File: config.mk
export PLATFORM = sky130hd
export DESIGN_NAME = shift_univ_flat
export DESIGN_NICKNAME = d
export VERILOG_FILES = /design/src/rtl/shift_univ_if.sv /design/src/rtl/shift_univ.sv /design/src/flat_wrapper.sv
export SDC_FILE = /design/constraint.sdc
export NUM_CORES = 1
export LEC_CHECK = 0
export CAP_MARGIN = 5
export CORE_UTILIZATION = 42
export CTS_CLUSTER_DIAMETER = 50
export CTS_CLUSTER_SIZE = 40
export DETAILED_ROUTE_END_ITERATION = 8
export GPL_TIMING_DRIVEN = 0
export PLACE_DENSITY = 0.76
export SKIP_CTS_REPAIR_TIMING = 1
export SLEW_MARGIN = 20
export SYNTH_ARGS = -nofsm -noshare
export SYNTH_HDL_FRONTEND = slang
export SYNTH_SLANG_ARGS = --single-unit
File: constraint.sdc
create_clock -name ck -period 1.4 [get_ports ck]
set_input_delay 0.28 -clock ck [delete_from_list [all_inputs] [get_ports ck]]
set_output_delay 0.28 -clock ck [all_outputs]
set_load 0.01 [all_outputs]
File: src/rtl/shift_univ_if.sv
// Bundles the control, data and status signals of the universal shift register.
// The master drives the operation controls; the slave (the shifter) drives the results.
interface shift_univ_if #(
  parameter int WIDTH = 4,
  parameter int CNT_W = 4
);
  logic             en;
  logic [2:0]       mode;
  logic             sin;
  logic [WIDTH-1:0] pd;
  logic [WIDTH-1:0] q;
  logic             sout;
  logic [CNT_W-1:0] cnt;
  logic             zero;

  modport master (output en, mode, sin, pd, input q, sout, cnt, zero);
  modport slave  (input en, mode, sin, pd, output q, sout, cnt, zero);
endinterface

File: src/rtl/shift_univ.sv
// Universal shift register: hold, shift, rotate, arithmetic shift, load and clear,
// with a serial-out bit, a shift-operation counter and a combinational zero flag.
module shift_univ #(
  parameter int               WIDTH     = 4,
  parameter int               CNT_W     = 4,
  parameter logic [WIDTH-1:0] RESET_VAL = '0
) (
  input  logic        ck,
  input  logic        res,
  shift_univ_if.slave bus
);

  typedef enum logic [2:0] {
    M_HOLD = 3'b000,
    M_SHL  = 3'b001,
    M_SHR  = 3'b010,
    M_ROL  = 3'b011,
    M_ROR  = 3'b100,
    M_LOAD = 3'b101,
    M_ASR  = 3'b110,
    M_CLR  = 3'b111
  } mode_e;

  logic [WIDTH-1:0] r_q;
  logic             r_sout;
  logic [CNT_W-1:0] r_cnt;

  mode_e            w_mode;
  logic [WIDTH-1:0] w_q_nxt;
  logic             w_sout_nxt;
  logic [CNT_W-1:0] w_cnt_nxt;
  logic             w_shift;

  assign w_mode = mode_e'(bus.mode);

  always_comb begin
    // NOTE: every output of this block gets a default first, so no path can infer a latch.
    w_q_nxt    = r_q;
    w_sout_nxt = r_sout;
    w_cnt_nxt  = r_cnt;
    w_shift    = 1'b0;
    case (w_mode)
      M_HOLD: ;
      M_SHL: begin
        w_q_nxt    = {r_q[WIDTH-2:0], bus.sin};
        w_sout_nxt = r_q[WIDTH-1];
        w_shift    = 1'b1;
      end
      M_SHR: begin
        w_q_nxt    = {bus.sin, r_q[WIDTH-1:1]};
        w_sout_nxt = r_q[0];
        w_shift    = 1'b1;
      end
      M_ROL: begin
        w_q_nxt    = {r_q[WIDTH-2:0], r_q[WIDTH-1]};
        w_sout_nxt = r_q[WIDTH-1];
        w_shift    = 1'b1;
      end
      M_ROR: begin
        w_q_nxt    = {r_q[0], r_q[WIDTH-1:1]};
        w_sout_nxt = r_q[0];
        w_shift    = 1'b1;
      end
      M_LOAD: begin
        w_q_nxt    = bus.pd;
        w_sout_nxt = 1'b0;
        w_cnt_nxt  = '0;
      end
      M_ASR: begin
        w_q_nxt    = {r_q[WIDTH-1], r_q[WIDTH-1:1]};
        w_sout_nxt = r_q[0];
        w_shift    = 1'b1;
      end
      M_CLR: begin
        w_q_nxt    = RESET_VAL;
        w_sout_nxt = 1'b0;
        w_cnt_nxt  = '0;
      end
    endcase
    // Counter wraps naturally at all-ones.
    if (w_shift) w_cnt_nxt = r_cnt + CNT_W'(1);
  end

  // Reset wins over enable, enable wins over mode.
  always_ff @(posedge ck) begin
    // NOTE: sequential state uses non-blocking assignments so all registers update together.
    if (!res) begin
      r_q    <= RESET_VAL;
      r_sout <= 1'b0;
      r_cnt  <= '0;
    end else if (bus.en) begin
      r_q    <= w_q_nxt;
      r_sout <= w_sout_nxt;
      r_cnt  <= w_cnt_nxt;
    end
  end

  assign bus.q    = r_q;
  assign bus.sout = r_sout;
  assign bus.cnt  = r_cnt;
  assign bus.zero = (r_q == '0);

endmodule

File: src/flat_wrapper.sv
// flat-port wrapper written by rule: the top's interface ports become plain ports
module shift_univ_flat 
#(
  parameter int               WIDTH     = 4,
  parameter int               CNT_W     = 4,
  parameter logic [WIDTH-1:0] RESET_VAL = '0
)
  (ck, res, bus_en, bus_mode, bus_sin, bus_pd, bus_q, bus_sout, bus_cnt, bus_zero);
  shift_univ_if #(.WIDTH(WIDTH), .CNT_W(CNT_W)) bus_i ();
  input  logic ck;
  input  logic res;
  input wire logic [$bits(bus_i.en)-1:0] bus_en;
  input wire logic [$bits(bus_i.mode)-1:0] bus_mode;
  input wire logic [$bits(bus_i.sin)-1:0] bus_sin;
  input wire logic [$bits(bus_i.pd)-1:0] bus_pd;
  output wire logic [$bits(bus_i.q)-1:0] bus_q;
  output wire logic [$bits(bus_i.sout)-1:0] bus_sout;
  output wire logic [$bits(bus_i.cnt)-1:0] bus_cnt;
  output wire logic [$bits(bus_i.zero)-1:0] bus_zero;
  assign bus_i.en = bus_en;
  assign bus_i.mode = bus_mode;
  assign bus_i.sin = bus_sin;
  assign bus_i.pd = bus_pd;
  assign bus_q = bus_i.q;
  assign bus_sout = bus_i.sout;
  assign bus_cnt = bus_i.cnt;
  assign bus_zero = bus_i.zero;
  shift_univ #(.WIDTH(WIDTH), .CNT_W(CNT_W), .RESET_VAL(RESET_VAL)) u_core (.ck(ck), .res(res), .bus(bus_i));
endmodule
==> metrics.txt <==
largest net degree at the start of global routing 11; f_max 735 MHz; Mapped Nets 79; initial antenna violation count 0; Max-Cap Viols 0; worst hold stages 2; Clock Tree Root clkbuf_4; Syn Area/Cell 8.76 sq um; vias in the first global route 560; Routed WL per cell about 15 microns; fin crit period 1.36 ns; Final Wtd Congestion a little over 0.8; Initial Util between 40 and 50%; GRT Total Usage 23.3%; clock slew at reported path FFs 0.07 ns; I/O pins 21; final net count 104; final design utilization 67.7%; CP Cell Sequence clkdlybuf4s50_1 -> buf_4 -> nand4b_1 -> nand2_1 -> o31a_1; DP Wirelength 1030 microns; total negative setup slack 0 ns; Worst Max-Slew Pin Slew 0.334 ns; final WL 1540 microns; top post-synthesis cells by area dfxtp_1 (31%), a32oi_1 (4.5%), a31oi_1 (4.3%); Critical path buffers and inverters 2; share of cells above drive strength 1 19.8%; Final Hold Vio Count 0; Detailed Routing Iterations Pass 1 4; Synth-to-Final Area Change 50.1%; total power roughly 0.69 mW; 1st-iter DRT viols 7; reg2reg path depth 3; status complete, no violations; CTS Buf Count 3; worst hold start bus_en; WP data required 1.55 ns; Yosys top cell area share 30.7%; Die Ht approximately 39 microns; Levels on crit path 5; number of routed nets with antenna violations 0; # rows 13; CTS tree built; EDFF count, synth 0; Clock Path Buffers 2; Synth cell types 34; crit-path max cell delay 0.54 ns; n_diodes 0; yosys warns 0; Pwr Density 781 nW/um^2; Filler Cell Count between 100 and 150; Hold Crit Class in -> reg; Crit path max-delay family buffers and inverters; CP max FO 10; Slew HR 77.7%; R2R setup slack 0.41 ns; clock sinks 9; vias between 600 and 700; crit end category flip-flop; chip width 39.4 microns; FF/Latch Area 191 sq um; setup violators final 0; CP max stage cell clkdlybuf4s50_1; Synth Flop Type dfxtp_1; FF-to-FF Start u_core.bus.q[0]; DRC viols 0; synthesis-stage register bit count 9; CP Class in -> reg; Tcrit/Tclk final roughly 100%; Critical path origin bus_mode[1]; Post-Syn Instances 67; Async S/R FF share, synth 0%; Worst-Skew Late Latency 0.26 ns; GRT Residual Overflow 0; Leak 0.498 nW; die area around 1600 sq um; multi-input logic area about 370 sq um; core area 1300 sq um; clk_skew 0.00444 ns; port bufs 20; Max IR drop VDD 0.525 mV; fin. max-slew vios 0; post-synthesis sequential area ratio between 30 and 40%; Synth area leader dfxtp_1; first-pass GRT wire length 2430 microns; CP Data Arrival Time 1.51 ns; mapped cell area between 500 and 600 sq um; H-tree depth 1; routed vias/inst 5.74; Worst Setup Start Kind input port
==> report_power, final <==
part	total (mW)	switching [mW]	internal, mW
Combinational	0.183	0.0827	0.101
Sequential	0.298	0.0241	0.274
Clock	0.206	0.0962	0.110
==> area by class of cell <==
type | instances | area share [%]
plain buffers | 4 | 3.98
multi-input cells | 51 | 42.0
flip-flops and latches | 9 | 21.7
repair buffers | 20 | 25.9
well taps | 15 | 2.13
clock buffers | 4 | 2.98
inverters | 3 | 1.28
==> cell usage after synthesis, drive strengths merged (2+ instances only) <==
library cell and n:
and3 2, o31a 2, dfxtp 9, nand3 5
a31oi 4, inv 3, nor2 3, nand2 2
o21ai 6, xnor2 2, buf 4, a32oi 3
a21boi 2, nand2b 2, a21o 3
==> through the flow <==
| step | instance area [sq um] | std cells | worst slack, ns | hold WS, ns |
|---|---|---|---|---|
| 6_report | 881 | 106 | 0.0399 | 0.432 |
| 5_1_grt | 881 | 106 | -0.0413 | 0.451 |
| 4_1_cts | 832 | 106 | -0.365 | 0.491 |
| 3_5_place_dp | 806 | 102 | -0.244 | 0.482 |
| 3_3_place_gp | 806 | 102 | -0.243 | 0.471 |
| 2_1_floorplan | 587 | 67 | 0.305 | 0.381 |
==> logic make-up (layout without fill, tap and decap cells) <==
kind of cell | count (synthesis) | in the layout | synth area share [%]
AOI/OAI and AO/OA | 25 | 25 | 31.1
and+or+nand+nor | 21 | 21 | 22.6
DFF | 9 | 9 | 30.7
buffers and inverters | 7 | 31 | 7.25
xor gates and xnor gates | 3 | 3 | 4.48
adders and majority gates | 1 | 1 | 2.13
muxes | 1 | 1 | 1.71
==> routing by layer <==
| layer | share of wire (%) | up-vias | track usage (%) |
|---|---|---|---|
| met4 | 2.9 | 0 | 7.76 |
| met2 | 48 | 19 | 38.3 |
| met5 | 0 | - | 0 |
| li1 | - | 303 | - |
| met3 | 4.7 | 6 | 6.82 |
| met1 | 45 | 280 | 28.6 |
==> cell usage in the layout (no fill, tap or decap) <==
cell / Yosys / routed
nand2_1: 2 / 2
o21ba_1: 1 / 1
a21boi_0: 1 / 1
a31oi_1: 4 / 4
nor3b_1: 1 / 1
xor2_1: 1 / 1
buf_4: 2 / 1
nand3_1: 5 / 5
nor2b_1: 1 / 1
xnor2_1: 2 / 2
a21oi_1: 1 / 1
nor2_1: 3 / 3
dfxtp_4: 0 / 1
clkbuf_1: 0 / 1
o311ai_2: 1 / 1
mux2i_1: 1 / 1
o21ai_1: 4 / 4
nand2b_1: 2 / 2
clkbuf_4: 0 / 3
o31a_1: 2 / 2
nand4b_1: 1 / 1
clkdlybuf4s50_1: 0 / 9
ha_1: 1 / 1
a21o_1: 3 / 3
nor4_2: 0 / 1
buf_6: 1 / 2
or2_2: 1 / 1
dlymetal6s2s_1: 0 / 11
dfxtp_1: 9 / 2
buf_2: 1 / 1
and3_1: 2 / 2
inv_1: 3 / 3
a21boi_1: 1 / 1
a32oi_1: 3 / 3
o21ai_0: 2 / 2
nand4_4: 1 / 1
dfxtp_2: 0 / 6
o211ai_1: 1 / 1
nand3b_1: 1 / 1
a211oi_1: 1 / 1
==> worst reg2reg max path, stage by stage (launching register included) <==
cell      delay, ns
dfxtp_4        0.37
nor3b_1        0.19
a211oi_1       0.08
o31a_1         0.24
==> registers in the layout, indices dropped and copies added (netlist names) <==
name and flops:
u_core.bus.cnt 4, u_core.bus.q 4, u_core.bus.sout 1
==> final timing paths <==
kind	end
setup / recovery	u_core.bus.q[3]
hold / removal	u_core.bus.q[1]
setup reg to reg	u_core.bus.q[3]
hold reg to reg	u_core.bus.cnt[3]
Note: power is estimated with default switching activity, not from simulation.
